`config.mk`:
```
export PLATFORM = sky130hd
export DESIGN_NAME = program_loader_flat
export DESIGN_NICKNAME = d
export VERILOG_FILES = /design/src/rtl/program_loader_if.sv /design/src/rtl/program_loader.sv /design/src/flat_wrapper.sv
export SDC_FILE = /design/constraint.sdc
export NUM_CORES = 1
export LEC_CHECK = 0
export CORE_ASPECT_RATIO = 0.6
export CORE_MARGIN = 4
export CORE_UTILIZATION = 36
export DETAILED_ROUTE_END_ITERATION = 10
export SLEW_MARGIN = 40
export SYNTH_ARGS = -nofsm -noshare
export SYNTH_HDL_FRONTEND = slang
export SYNTH_SLANG_ARGS = --single-unit
```
`constraint.sdc`:
```
create_clock -name clk -period 3.15 [get_ports clk]
set_input_delay 0.63 -clock clk [delete_from_list [all_inputs] [get_ports clk]]
set_output_delay 0.63 -clock clk [all_outputs]
set_load 0.02 [all_outputs]
```
`src/rtl/program_loader_if.sv`:
```
// Byte-stream handshake between a load source and the program loader.
// The source drives byte_valid/byte_data; the loader answers with byte_ready.
interface program_loader_if;
   logic       byte_valid;
   logic [7:0] byte_data;
   logic       byte_ready;

   modport master (
      output byte_valid,
      output byte_data,
      input  byte_ready
   );

   modport slave (
      input  byte_valid,
      input  byte_data,
      output byte_ready
   );
endinterface

```
`src/rtl/program_loader.sv`:
```
// Streams a length-prefixed program image into instruction memory
// while holding the CPU in reset until the load completes.
module program_loader #(
   parameter int MAX_WORDS = 32768
) (
   input  logic               clk,
   input  logic               reset,
   input  logic               start,
   program_loader_if.slave    bs,
   output logic               rom_we,
   output logic [14:0]        rom_adr,
   output logic [15:0]        rom_data,
   output logic               cpu_hold,
   output logic               busy,
   output logic               done,
   output logic               err,
   output logic [15:0]        word_count
);

   typedef enum logic [2:0] {
      IDLE,
      LEN_HI,
      LEN_LO,
      DAT_HI,
      DAT_LO,
      WRITE,
      DONE,
      ERR
   } state_t;

   localparam logic [16:0] MAX_N = 17'(MAX_WORDS);

   state_t      state;
   state_t      state_nx;
   logic [7:0]  hi_q;
   logic        xfer;
   logic [15:0] n_rx;
   logic [15:0] wr_next;

   assign xfer    = bs.byte_valid & bs.byte_ready;
   assign n_rx    = {hi_q, bs.byte_data};
   assign wr_next = {1'b0, rom_adr} + 16'd1;

   always_ff @(posedge clk) begin
      if (reset) state <= IDLE;
      else       state <= state_nx;
   end

   always_comb begin
      state_nx      = state;
      bs.byte_ready = 1'b0;
      rom_we        = 1'b0;
      busy          = 1'b0;
      done          = 1'b0;
      err           = 1'b0;
      cpu_hold      = 1'b1;
      unique case (state)
         IDLE: begin
            if (start) state_nx = LEN_HI;
         end
         LEN_HI: begin
            busy          = 1'b1;
            bs.byte_ready = 1'b1;
            if (xfer) state_nx = LEN_LO;
         end
         LEN_LO: begin
            busy          = 1'b1;
            bs.byte_ready = 1'b1;
            if (xfer) begin
               if (n_rx == 16'd0)             state_nx = DONE;
               else if ({1'b0, n_rx} > MAX_N) state_nx = ERR;
               else                           state_nx = DAT_HI;
            end
         end
         DAT_HI: begin
            busy          = 1'b1;
            bs.byte_ready = 1'b1;
            if (xfer) state_nx = DAT_LO;
         end
         DAT_LO: begin
            busy          = 1'b1;
            bs.byte_ready = 1'b1;
            if (xfer) state_nx = WRITE;
         end
         WRITE: begin
            busy   = 1'b1;
            rom_we = 1'b1;
            if (wr_next < word_count) state_nx = DAT_HI;
            else                      state_nx = DONE;
         end
         DONE: begin
            done     = 1'b1;
            cpu_hold = 1'b0;
            if (start) state_nx = LEN_HI;
         end
         ERR: begin
            err = 1'b1;
            if (start) state_nx = LEN_HI;
         end
         default: state_nx = IDLE;
      endcase
   end

   // hi_q holds the count high byte first, then each data high byte
   always_ff @(posedge clk) begin
      if (reset) begin
         rom_adr    <= '0;
         rom_data   <= '0;
         word_count <= '0;
         hi_q       <= '0;
      end else begin
         unique case (state)
            IDLE, DONE, ERR: begin
               if (start) begin
                  rom_adr    <= '0;
                  word_count <= '0;
               end
            end
            LEN_HI: if (xfer) hi_q <= bs.byte_data;
            LEN_LO: if (xfer) word_count <= n_rx;
            DAT_HI: if (xfer) hi_q <= bs.byte_data;
            DAT_LO: if (xfer) rom_data <= n_rx;
            WRITE:  rom_adr <= rom_adr + 15'd1;
            default: ;
         endcase
      end
   end

endmodule
```
`src/flat_wrapper.sv`:
```
// flat-port wrapper written by rule: the top's interface ports become plain ports
module program_loader_flat 
#(
   parameter int MAX_WORDS = 32768
)
  (clk, reset, start, rom_we, rom_adr, rom_data, cpu_hold, busy, done, err, word_count, bs_byte_valid, bs_byte_data, bs_byte_ready);
  program_loader_if bs_i ();
  input  logic clk;
  input  logic reset;
  input  logic start;
  output logic rom_we;
  output logic [14:0] rom_adr;
  output logic [15:0] rom_data;
  output logic cpu_hold;
  output logic busy;
  output logic done;
  output logic err;
  output logic [15:0] word_count;
  input wire logic [$bits(bs_i.byte_valid)-1:0] bs_byte_valid;
  input wire logic [$bits(bs_i.byte_data)-1:0] bs_byte_data;
  output wire logic [$bits(bs_i.byte_ready)-1:0] bs_byte_ready;
  assign bs_i.byte_valid = bs_byte_valid;
  assign bs_i.byte_data = bs_byte_data;
  assign bs_byte_ready = bs_i.byte_ready;
  program_loader #(.MAX_WORDS(MAX_WORDS)) u_core (.clk(clk), .reset(reset), .start(start), .bs(bs_i), .rom_we(rom_we), .rom_adr(rom_adr), .rom_data(rom_data), .cpu_hold(cpu_hold), .busy(busy), .done(done), .err(err), .word_count(word_count));
endmodule
```
==> results.rst, run 1 <==
.. list-table::
   :header-rows: 1

   * - Metric
     - Value
   * - Met1 wire length
     - 4586 um
   * - Number of buffers created by CTS
     - 9
   * - Maximum fanout encountered on the critical timing path
     - 5
   * - Initial DRC Count
     - 249
   * - Number of nets in the layout
     - around 470
   * - Standby leakage power
     - 1.486 nW
   * - Final weighted congestion in routability-driven placement
     - 0.8496
   * - Number of antenna violations at the first check in global routing
     - 0
   * - Share of the core filled with cells in the final layout
     - 0.5027
   * - Fin. Hold Viols
     - 0
   * - Number of vias after detailed routing
     - 2835
   * - Maximum resistive drop on vdd
     - ~0.29 mV
   * - CTS Hold Bufs
     - 0
   * - Startpoint type of the worst setup path
     - register
   * - Cell chain of the critical path
     - ha_2, nand3_2, or4_4, or2_4, xnor2_1, ha_1, a21o_1, a21oi_1, nand3b_1, o21ai_0, a21boi_1
   * - Data required time of the worst path
     - around 3.4 ns
   * - Commonest non-fill, non-tap cell in the layout
     - sky130_fd_sc_hd__nand2_1
   * - Met3 wire len
     - between 600 and 700 um
   * - Floorplan die area
     - 0.009797 sq mm
   * - Number of library cell types mapped by synthesis
     - 45
   * - Sequential element share of the synthesized area
     - 0.3917
   * - Die X
     - 125.1 um
   * - Design area
     - 0.003994 sq mm
   * - Transition time of the tightest slew-check pin
     - 0.7680 ns
   * - Post-Place Cells
     - 534
   * - Count of mapped cells out of synthesis
     - 376
   * - First-pass iteration count of the detailed router
     - 4
   * - Final critical-path share of the clock period
     - 0.9386
   * - Die extent in y
     - 78.29 um
   * - Fraction of layout cells with a size suffix above 1
     - 0.07710
   * - Max_cap viols
     - 0
   * - Class of the tightest hold or removal check
     - reg -> reg
   * - Root cell of the clock tree
     - sky130_fd_sc_hd__clkbuf_16
   * - Number of antenna-violating nets in the routed design
     - 0
   * - Area share of fa/ha/maj cells after synthesis
     - 0.06754
   * - Clock insertion delay at the later pin of the skew report
     - 0.32 ns
   * - Placed Instance Area
     - 0.003692 sq mm
   * - Final critical path time including I/O delays and setup
     - 2.957 ns
   * - Global Route Usage Sum
     - 0.1762
   * - Post-Synthesis Net Count
     - 404
   * - Uppermost layer routed
     - met4
   * - Io pins
     - 65
   * - Slew Limit Headroom
     - 0.4880
   * - Slew Viols, Final
     - 0
   * - Synth Area in Compound Gates
     - 0.1625
   * - Number of non-filler instances in the completed layout
     - between 500 and 600
   * - Max Root-Sink Buffers
     - 2
   * - GR Overflow Total
     - 0
   * - Setup violations, final
     - 0
   * - DR DRC count
     - 0
   * - Wire length of the first global-routing pass
     - 13900 um
   * - Core Footprint
     - slightly below 0.008 sq mm
   * - Worst path bufs/invs
     - 0
   * - Crit. End Element
     - register
   * - Synthesized area divided by synthesized cell count
     - ~7.9 sq um
   * - Via count normalized by instance count
     - just over 5
   * - Reg clk slew, reported paths
     - approximately 0.05 ns
   * - XOR/XNOR share of the synthesized area
     - 0.04432
   * - Yosys reg bits
     - 58
   * - Max Clock Freq
     - 338.2 MHz
   * - Area added between synthesis and finish
     - 34.74%
   * - Routed length on met2
     - 3190 um
   * - Synth warnings
     - 0
   * - Routed wirelength normalized by instance count
     - ~15 um
   * - Worst setup path category
     - reg -> reg
   * - Core Rows
     - 25
   * - Number of clock sinks
     - 58
   * - Slowest stage cell, crit path
     - sky130_fd_sc_hd__or4_4
   * - Delay contributed by the slowest stage of the critical path
     - 0.56 ns
   * - Final antenna diode count
     - 0
   * - Number of enable flip-flop cells after synthesis
     - 0
   * - Number of H-tree branching levels
     - 3
   * - Combinational family with the most area after synthesis
     - simple AND/OR/NAND/NOR gates
   * - Half-perimeter wire length after placement
     - 6249 um
   * - Result of the run
     - finished clean
   * - Post-synthesis mux area share
     - 0.03419
   * - Top flip-flop cell by instance count after synthesis
     - sky130_fd_sc_hd__dfxtp_1
   * - Setup skew after layout
     - between 0.006 and 0.007 ns
   * - Sum of routed wire length over all layers
     - 8436 um
   * - Top library cells by usage in the layout, fill and taps aside
     - 66 x sky130_fd_sc_hd__nand2_1, 63 x sky130_fd_sc_hd__clkdlybuf4s50_1, 57 x sky130_fd_sc_hd__dfxtp_1
   * - FFs w/ async S/R, synth
     - 0
   * - Area fraction in and, or, nand and nor cells after synthesis
     - 0.2457
   * - Total power
     - 2.360 mW
   * - Clock tree from TritonCTS
     - done
   * - Combined area of all synthesized cells
     - 0.002964 sq mm
   * - Arrival time at the worst endpoint
     - 3.16 ns
   * - IO Port Bufs
     - 64
   * - Power density over the cells
     - about 590 mW/mm^2
   * - Initial Util
     - 0.3731
   * - Worst path top cell family by delay
     - simple AND/OR/NAND/NOR gates
   * - Maximum number of pins on one net before global-route repair
     - 32
   * - Number of global-route vias before repair
     - 2638
repair_timing:
action,in CTS,in global routing
resized for setup,0,4
buffers inserted,0,0
setup endpoints to repair,0,2
cells by family (layout without fill, tap and decap cells):
family | count (synthesis) | after routing
xor+xnor | 15 | 15
buf+inv | 40 | 105
simple gates | 157 | 157
compound gates | 80 | 80
flops | 58 | 58
mux | 10 | 10
fa+ha+maj | 16 | 16
state kept, by name, indices dropped and copies added (netlist names):
signal,cells
u_core.word_count,16
u_core.hi_q,8
u_core.rom_data,16
u_core.state,3
u_core.rom_adr,15
worst register-to-register path: cells and delay by family, from the launching register on:
kind | cells | cell delay (ns)
and+or+nand+nor | 4 | 1.10
AOI/OAI and AO/OA | 4 | 0.65
adders and majority gates | 2 | 0.55
DFF | 1 | 0.42
xor gates and xnor gates | 1 | 0.13
layer usage:
layer | vias up | GRT usage
li1 | 1420 | -
met1 | 1312 | 0.2679
met2 | 99 | 0.2342
met3 | 4 | 0.05778
met4 | 0 | 0.04329
met5 | - | 0
through the flow:
step                setup WS (ns)  hold slack, ns    TNS, ns
global route            -0.005005          0.4742  -0.005005
floorplan                  0.3261          0.4575          0
finish                     0.1933          0.4537          0
CTS                        0.1350          0.4555          0
global placement           0.3052          0.4449          0
detailed placement         0.1707          0.4491          0
where the power goes:
group	leakage, nW	switching [mW]	internal [mW]
clock network	0.142	0.327	0.626
registers	0.469	0.0606	0.775
logic	0.874	0.358	0.214
total	1.49	0.745	1.61
final timing paths:
path	startpoint	endpoint	slack, ns	depth (start not counted)
max reg2reg	u_core.rom_adr[1]	u_core.state[2]	0.19	11
min reg2reg	u_core.rom_data[4]	u_core.rom_data[4]	0.45	2
max	u_core.rom_adr[1]	u_core.state[2]	0.19	11
min	u_core.rom_data[4]	u_core.rom_data[4]	0.45	2
synthesized netlist by cell type (all sizes together) (2+ instances only):
cell,count,area share
a21o,6,0.015
a21oi,46,0.079
a22oi,6,0.017
a311oi,4,0.012
a31oi,2,0.0042
and3,5,0.011
buf,9,0.014
clkbuf,10,0.013
dfxtp,58,0.39
ha,16,0.068
inv,20,0.025
mux2i,9,0.030
nand2,66,0.084
nand2b,2,0.0042
nand3,26,0.047
nand3b,3,0.0076
nand4,5,0.011
nor2,32,0.041
nor3,7,0.012
nor3b,2,0.0051
nor4,4,0.011
o21ai,8,0.014
or2,2,0.0051
or3,2,0.0042
xnor2,11,0.033
xor2,4,0.012
layout make-up:
type                       count  area (sq um)
clock buffer                  12         246.5
inverter                      21         80.08
multi-input combinational    278          1657
fill                         803          3951
sequential                    58          1162
timing repair buffer          69         673.1
clock inverter                 3         40.04
tap                          108         135.1
Power figures use the tool's default switching activity.
==> run 2: changes to the inputs <==
--- a/config.mk
+++ b/config.mk
@@ -7,8 +7,9 @@
 export LEC_CHECK = 0
 export CORE_ASPECT_RATIO = 0.6
 export CORE_MARGIN = 4
-export CORE_UTILIZATION = 36
+export CORE_UTILIZATION = 45
 export DETAILED_ROUTE_END_ITERATION = 10
+export PLACE_DENSITY = 0.72
 export SLEW_MARGIN = 40
 export SYNTH_ARGS = -nofsm -noshare
 export SYNTH_HDL_FRONTEND = slang
==> run 2 against run 1 <==
- global-route usage up 3.6 points
- via count up 0.71%
- clock power down 11%
- worst hold slack about the same
- power down 4.4%
- largest cell class unchanged
- largest power group unchanged
- highest routed layer unchanged
==> results.rst, run 2 (synthesis gave the netlist of run 1 again) <==
.. list-table::
   :header-rows: 1

   * - Metric
     - Value
   * - Io pins
     - 65
   * - Worst Setup SP
     - u_core.rom_adr[4]
   * - Logic gate share of total power
     - 0.250
   * - Max_cap viols
     - 0
   * - Final critical path time including I/O delays and setup
     - between 2 and 3 ns
   * - Number of global-route vias before repair
     - 2799
   * - Worst setup path category
     - reg -> reg
   * - Reg clk slew, reported paths
     - about 0.07 ns
   * - Worst r2r src
     - u_core.rom_adr[4]
   * - Power density over the cells
     - between 500 and 600 mW/mm^2
   * - Number of non-filler instances in the completed layout
     - 528
   * - Area added between synthesis and finish
     - 33.18%
   * - Die X
     - 112.8 um
   * - Root cell of the clock tree
     - sky130_fd_sc_hd__clkbuf_8
   * - Origin of the worst min-delay path
     - u_core.rom_data[8]
   * - Internal power summed over all cells
     - 1.516 mW
   * - Result of the run
     - finished clean
   * - Max Root-Sink Buffers
     - 2
   * - Routed wirelength normalized by instance count
     - 15.56 um
   * - Wire length of the first global-routing pass
     - 13770 um
   * - Arrival time at the worst endpoint
     - 3.09 ns
   * - Fin. Hold Viols
     - 0
   * - Sum of routed wire length over all layers
     - 8214 um
   * - Number of buffers created by CTS
     - 9
   * - Fraction of power consumed by sequential logic
     - 0.373
   * - Clock tree from TritonCTS
     - done
   * - Number of antenna-violating nets in the routed design
     - 0
   * - Top library cells by usage in the layout, fill and taps aside
     - 66 x sky130_fd_sc_hd__nand2_1, 63 x sky130_fd_sc_hd__clkdlybuf4s50_1, 56 x sky130_fd_sc_hd__dfxtp_1
   * - Crit. End Element
     - register
   * - Largest registers
     - u_core.rom_data (16), u_core.word_count (16), u_core.rom_adr (15)
   * - Initial DRC Count
     - about 310
   * - Maximum resistive drop on vdd
     - 0.3239 mV
   * - Total power
     - 2.256 mW
   * - Clock insertion delay at the later pin of the skew report
     - 0.34 ns
   * - Smallest hold slack
     - 0.4533 ns
   * - First-pass iteration count of the detailed router
     - 4
   * - DR DRC count
     - 0
   * - Share of the core filled with cells in the final layout
     - 0.6318
   * - Maximum fanout encountered on the critical timing path
     - 6
   * - Share of power burned in the clock network
     - 0.376
   * - Post-route setup TNS
     - 0 ns
   * - Initial Util
     - 0.4744
   * - Setup violations, final
     - 0
   * - GR Overflow Total
     - 0
   * - RSZ-0062 raised after global routing
     - false
   * - Slew Limit Headroom
     - 0.5276
   * - Core Rows
     - 22
   * - Number of antenna violations at the first check in global routing
     - 0
   * - Final critical-path share of the clock period
     - 0.9177
   * - Number of vias after detailed routing
     - 2855
   * - Via count normalized by instance count
     - roughly 5.4
   * - Die extent in y
     - ~70 um
   * - Data required time of the worst path
     - ~3.4 ns
   * - Final weighted congestion in routability-driven placement
     - 0.9131
   * - IO Port Bufs
     - 64
   * - CTS Hold Bufs
     - 0
   * - Share of total power consumed by net switching
     - 0.3278
   * - Fraction of layout cells with a size suffix above 1
     - 0.08784
   * - Number of H-tree branching levels
     - 3
   * - Global Route Usage Sum
     - 0.2126
   * - Commonest non-fill, non-tap cell in the layout
     - sky130_fd_sc_hd__nand2_1
   * - Maximum number of pins on one net before global-route repair
     - 27
   * - Number of nets in the layout
     - between 400 and 500
   * - Core Footprint
     - 0.006248 sq mm
   * - Post-Place Cells
     - just over 500
   * - Number of clock sinks
     - 58
   * - Final antenna diode count
     - 0
   * - Setup skew after layout
     - 0.01090 ns
   * - Startpoint type of the worst setup path
     - register
   * - Class of the tightest hold or removal check
     - reg -> reg
   * - Half-perimeter wire length after placement
     - 6107 um
   * - Transition time of the tightest slew-check pin
     - roughly 0.71 ns
   * - Floorplan die area
     - 0.007992 sq mm
   * - Standby leakage power
     - 1.460 nW
   * - Slew Viols, Final
     - 0
   * - Switching Power
     - 0.7394 mW
   * - Max Clock Freq
     - 345.9 MHz
==> run 2: changes by cell type in the layout (fill, tap and decap cells not counted) <==
cell / delta
sky130_fd_sc_hd__bufinv_16: +2
sky130_fd_sc_hd__buf_4: +1
sky130_fd_sc_hd__clkbuf_16: -9
sky130_fd_sc_hd__dfxtp_2: +1
sky130_fd_sc_hd__nor4_2: +1
sky130_fd_sc_hd__clkinvlp_4: +1
sky130_fd_sc_hd__clkinv_4: +2
sky130_fd_sc_hd__dfxtp_1: -1
sky130_fd_sc_hd__clkbuf_8: +8
sky130_fd_sc_hd__clkbuf_1: -1
sky130_fd_sc_hd__buf_16: +1
sky130_fd_sc_hd__nor4_4: -1
sky130_fd_sc_hd__clkinv_2: -2
==> run 2: worst paths after layout <==
path              slack (ns)  depth (start not counted)                 end
hold reg to reg         0.45                          2  u_core.rom_data[8]
setup / recovery        0.26                         10     u_core.state[0]
setup reg to reg        0.26                         10     u_core.state[0]
hold / removal          0.45                          2  u_core.rom_data[8]
==> run 2: area by class of cell <==
cell class	count	area, sq um
Clock buffer	10	127.6
Clock inverter	6	115.1
Fill cell	556	2301
Inverter	21	80.08
Multi-Input combinational cell	278	1648
Sequential cell	58	1164
Tap cell	84	105.1
Timing Repair Buffer	71	708.2
==> run 2: power by group through the flow <==
| stage | clock [mW] | combinational, mW | sequential (mW) |
|---|---|---|---|
| global placement | 0 | 0.537 | 0.855 |
| CTS | 0.852 | 0.562 | 0.839 |
| detailed placement | 0 | 0.555 | 0.855 |
| finish | 0.849 | 0.565 | 0.842 |
| floorplan | 0 | 0.401 | 0.828 |
| global route | 0.883 | 0.625 | 0.850 |
==> run 2: critical path: stages (launching register included) <==
cell and delay, ns:
sky130_fd_sc_hd__dfxtp_1 0.45, sky130_fd_sc_hd__nand3_2 0.16, sky130_fd_sc_hd__nor4_2 0.56, sky130_fd_sc_hd__xnor2_1 0.14
sky130_fd_sc_hd__ha_1 0.33, sky130_fd_sc_hd__and3_1 0.21, sky130_fd_sc_hd__o2111ai_1 0.11, sky130_fd_sc_hd__or3_1 0.38
sky130_fd_sc_hd__a31oi_1 0.20, sky130_fd_sc_hd__nand3b_1 0.13, sky130_fd_sc_hd__a311oi_1 0.09
==> run 2: repair_timing <==
action / in CTS / in global routing
resized for setup: 0 / 4
setup buffers: 0 / 1
endpoints found under the setup margin: 0 / 2
==> run 2: layer usage <==
metal / part of all wire / vias to the layer above / track usage
met4: 0.0033 / 0 / 0.05067
met3: 0.071 / 5 / 0.06154
met2: 0.42 / 86 / 0.3130
met1: 0.51 / 1335 / 0.3067
met5: 0 / - / 0
li1: - / 1429 / -
==> run 2: per-stage QoR <==
step	setup slack, ns	cell area, sq um
floorplan	0.3261	2964
global placement	0.3079	3662
detailed placement	0.1375	3690
CTS	0.1257	3933
global route	0.001318	3948
finish	0.2594	3948
